### src/rtl/regfile_wb.sv
// General-purpose register file fed by the MEM/WB write-back stream, with two
// bypassing read ports and a per-register pending-write scoreboard for RAW detection.
module regfile_wb #(
  parameter int DATA_W = 32,
  parameter int ADDR_W = 5,
  parameter int CNT_W  = 2
) (
  input  logic              clk,
  input  logic              rst,
  input  logic              wb_we,
  input  logic [ADDR_W-1:0] wb_waddr,
  input  logic [DATA_W-1:0] wb_wdata,
  input  logic              iss_we,
  input  logic [ADDR_W-1:0] iss_waddr,
  input  logic              re1,
  input  logic [ADDR_W-1:0] raddr1,
  output logic [DATA_W-1:0] rdata1,
  output logic              busy1,
  input  logic              re2,
  input  logic [ADDR_W-1:0] raddr2,
  output logic [DATA_W-1:0] rdata2,
  output logic              busy2,
  output logic              sb_ovf
);

  localparam int NREG = 1 << ADDR_W;
  localparam logic [CNT_W-1:0] CNT_MAX = '1;
  localparam logic [CNT_W-1:0] CNT_ONE = CNT_W'(1);

  logic [DATA_W-1:0] regs [NREG];
  logic [CNT_W-1:0]  cnt  [NREG];
  logic [NREG-1:0]   inc_v;
  logic [NREG-1:0]   dec_v;
  logic              ovf_hit;

  // One-hot issue/retire strobes; register 0 never participates.
  always_comb begin
    inc_v   = '0;
    dec_v   = '0;
    ovf_hit = 1'b0;
    if (iss_we && iss_waddr != '0) inc_v[iss_waddr] = 1'b1;
    if (wb_we && wb_waddr != '0)   dec_v[wb_waddr]  = 1'b1;
    for (int r = 1; r < NREG; r++) begin
      if (inc_v[r] && !dec_v[r] && cnt[r] == CNT_MAX) ovf_hit = 1'b1;
      if (dec_v[r] && !inc_v[r] && cnt[r] == '0)      ovf_hit = 1'b1;
    end
  end

  always_ff @(posedge clk or posedge rst) begin
    if (rst) begin
      for (int r = 0; r < NREG; r++) begin
        regs[r] <= '0;
        cnt[r]  <= '0;
      end
      sb_ovf <= 1'b0;
    end else begin
      if (wb_we && wb_waddr != '0) regs[wb_waddr] <= wb_wdata;
      // Counters saturate at both ends; the overflow flag records the event.
      for (int r = 1; r < NREG; r++) begin
        if (inc_v[r] && !dec_v[r] && cnt[r] != CNT_MAX)
          cnt[r] <= cnt[r] + CNT_ONE;
        else if (dec_v[r] && !inc_v[r] && cnt[r] != '0)
          cnt[r] <= cnt[r] - CNT_ONE;
      end
      if (ovf_hit) sb_ovf <= 1'b1;
    end
  end

  assign rdata1 = (rst || !re1 || raddr1 == '0) ? '0 :
                  (wb_we && wb_waddr == raddr1) ? wb_wdata : regs[raddr1];
  assign rdata2 = (rst || !re2 || raddr2 == '0) ? '0 :
                  (wb_we && wb_waddr == raddr2) ? wb_wdata : regs[raddr2];

  // The last outstanding write landing this cycle is bypassed, so not busy.
  assign busy1 = !rst && re1 && raddr1 != '0 && cnt[raddr1] != '0 &&
                 !(wb_we && wb_waddr == raddr1 && cnt[raddr1] == CNT_ONE);
  assign busy2 = !rst && re2 && raddr2 != '0 && cnt[raddr2] != '0 &&
                 !(wb_we && wb_waddr == raddr2 && cnt[raddr2] == CNT_ONE);

endmodule

### config.mk
export PLATFORM = sky130hd
export DESIGN_NAME = regfile_wb
export DESIGN_NICKNAME = d
export VERILOG_FILES = /design/src/rtl/regfile_wb.sv
export SDC_FILE = /design/constraint.sdc
export NUM_CORES = 2
export LEC_CHECK = 0
export CAP_MARGIN = 20
export CORE_MARGIN = 5
export CORE_UTILIZATION = 60
export CTS_BUF_LIST = sky130_fd_sc_hd__clkbuf_16
export CTS_CLUSTER_DIAMETER = 150
export DETAILED_ROUTE_END_ITERATION = 12
export GPL_ROUTABILITY_DRIVEN = 0
export HOLD_SLACK_MARGIN = 0.05
export PLACE_DENSITY = 0.77
export SLEW_MARGIN = 10
export SYNTH_ARGS = -nofsm -noshare
export SYNTH_HDL_FRONTEND = slang
export SYNTH_SLANG_ARGS = --single-unit
### constraint.sdc
create_clock -name clk -period 75.4 [get_ports clk]
set_input_delay 11.31 -clock clk [delete_from_list [all_inputs] [get_ports clk]]
set_output_delay 11.31 -clock clk [all_outputs]
set_load 0.01 [all_outputs]
==> impl_metrics.ini <==
[flow_run]
cap_violations = 0

[sta]
worstMarginPinSlew_ns = 1.19
finalCritPeriodShare_pct = 36.2
setup_tns_ns = 0
skew_ns = 0.00705
slew_headroom_pct = 20.6
finalSetupViolCount = 0
min_period_ns = 27.33
rsz0062_at_grt = no
slew_violations = 0
setup_ws_ns = 48.07
fmax_mhz = 36.6
final-hold-violation-count = 0

[floorplan]
die_w_um = 326
die_h_um = 326
rows = 116
coreArea_um2 = 99700
dieArea_um2 = 107000
io_pins = 125
start_util_pct = 60.3

[yosys]
syn_avg_cell_area_um2 = 14.3
synth_edf_count = 0
yosysTopAreaCellShare_pct = 45.3
synth_top_area_cell = dfrtp_1
seq_area_frac_synth_pct = 45.3
synth_cells = 4189
ys_types = 56
synth_flop_cell = dfrtp_1
synth_fp_nets = 4247
ys_seq_elements = 1087
syn_area_um2 = 60100
async_flop_share_pct = 100
yosysWarnings = 2
yosys-top-cells-area = dfrtp_1, mux4_2, mux2_2

[routing]
wire_per_inst_um = 31.6
antenna_left = 0
routed_wl_mm = 173
num_vias = 39600
post-route-drc-count = 0
viasPerCell = 7.22
drtIter0Drc = 4760
drt_first_pass_iters = 6

[worst_setup_path]
worstPathRequired_ns = 64.09
cp_top_family = buffers and inverters
cp.arrival_ns = 16.02
cpMostUsedCell = buf_4
critPathSlowestCell = buf_4
path_cells = buf_8 -> buf_4 -> buf_4 -> buf_4 -> mux4_2 -> mux4_2 -> nor2b_1 -> o31ai_1 -> clkdlybuf4s50_1
cpPeakStageDelay_ns = 0.79
critPathCaptureType = output pin
cp_max_fo = 56
worst_setup_path_start_kind = input pin
path_class = in2out
path_buf_inv = 5

[global_routing]
grt_pass1_vias = 40700
grt_pass1_wl_mm = 263
antenna_found_initial = 5
grt_use_total_pct = 32.7
grt_max_degree = 192
grt_overflow = 0

[cells_and_area]
nets = 4148
final_cell_mix = dfrtp_1, mux2_2, mux4_2
drive_gt1_share_pct = 48.1
n_fill_cell = 6934
syn_to_final_growth_pct = 9.56
mostFrequentLayoutCell = dfrtp_1

[place]
dp_hpwl_mm = 93.0
pre_cts_ws_ns = 47.97
portBuffers = 124

[cts]
insertion_delay_ns = 0.71
clockBufferDepth = 3
root_buffer = clkbuf_16
clock-sinks = 1087
cts_setup_buffers = 0
cts_tree = built
h-tree-depth = 3
numCtsBuffers = 115
clkTransAtPathRegs_ns = 0.06
holdBufCountCts = 0
cts_resized = 0

[pwr]
leakage_uw = 0.0280
irDropWorstVdd_uv = 20.5
power.density_nw_per_um2 = 25.8

[status]
status = finished, final reports clean

[hold_path]
holdCritPathClass = reg2reg
[metrics by stage]
stage	hold WS [ns]	instance area (um2)	instances	util, %	total power (uW)
after floorplan	0.441	60100	4189	-	1050
after global placement	0.377	62000	5264	62.2	1110
after detailed placement	0.384	62000	5264	62.2	1130
after CTS	0.397	65700	5476	65.9	1700
after global routing	0.404	65800	5483	66.0	1770
final	0.394	65800	5487	66.0	1700
[where the power goes]
group | switching (uW) | total (uW) | internal (uW)
clock network | 246 | 567 | 321
logic | 131 | 351 | 221
registers | 87.1 | 781 | 694
[per-layer routing]
metal / routed length [um] / GRT usage, % / share of wire (%) / up-vias
met3: 18700 / 8.05 / 11 / 488
met2: 80700 / 50.6 / 47 / 2235
li1: - / - / - / 15800
met4: 8480 / 13.5 / 4.9 / 0
met1: 65500 / 45.3 / 38 / 21100
met5: 0 / 0 / 0 / -
[worst paths after layout]
check / start / to / slack [ns] / cells past startpoint
max in group asynchronous: rst / regs[782] / 60.90 / 6
min in group asynchronous: rst / cnt[19] / 11.47 / 2
setup / recovery: raddr2[0] / rdata2[8] / 48.07 / 9
hold / removal: regs[1020] / regs[1020] / 0.39 / 0
hold reg to reg: regs[1020] / regs[1020] / 0.39 / 0
setup reg to reg: cnt[56] / sb_ovf / 73.58 / 5
[area by class of cell]
cell class	count	area, um2	share of cell area [%]
diodes	4	10.0	0.0152
repair buffers	235	2220	3.37
flip-flops and latches	1087	27200	41.3
well taps	1298	1620	2.47
multi-input cells	2633	31000	47.1
clock buffers	115	2880	4.37
clock inverters	97	853	1.30
inverters	18	75.1	0.114
[registers in the layout, indices dropped and copies added, names as in the netlist]
name    cells
regs     1024
sb_ovf      1
cnt        62
[worst register-to-register path, delay by kind of cell, from the launching register on]
| family | cells | cell delay, ns |
|---|---|---|
| flip-flops | 1 | 0.46 |
| AND/OR/NAND/NOR | 3 | 0.77 |
| AO/OA/AOI/OAI | 2 | 0.45 |
[cell usage after synthesis (all sizes together), types with 6 or more instances]
library cell  count
dfrtp          1087
mux2           1068
mux4            604
nand2           328
clkbuf          264
buf             187
nor2             87
nor2b            71
o22ai            67
o31ai            64
a21oi            54
o21ai            49
a211oi           36
nand3            36
o211ai           26
inv              18
or3              16
nand2b           13
nor4             12
nand4            11
or2               8
xor2              8
nor3              7
or4               7
and2              6
[logic make-up after synthesis]
group | count (synthesis) | share of synthesized area, %
mux | 1676 | 42.7
flops | 1087 | 45.3
simple gates | 629 | 4.91
buf+inv | 469 | 3.50
compound gates | 318 | 3.47
xor+xnor | 10 | 0.146
No activity file was read; power rests on OpenSTA's default activity.
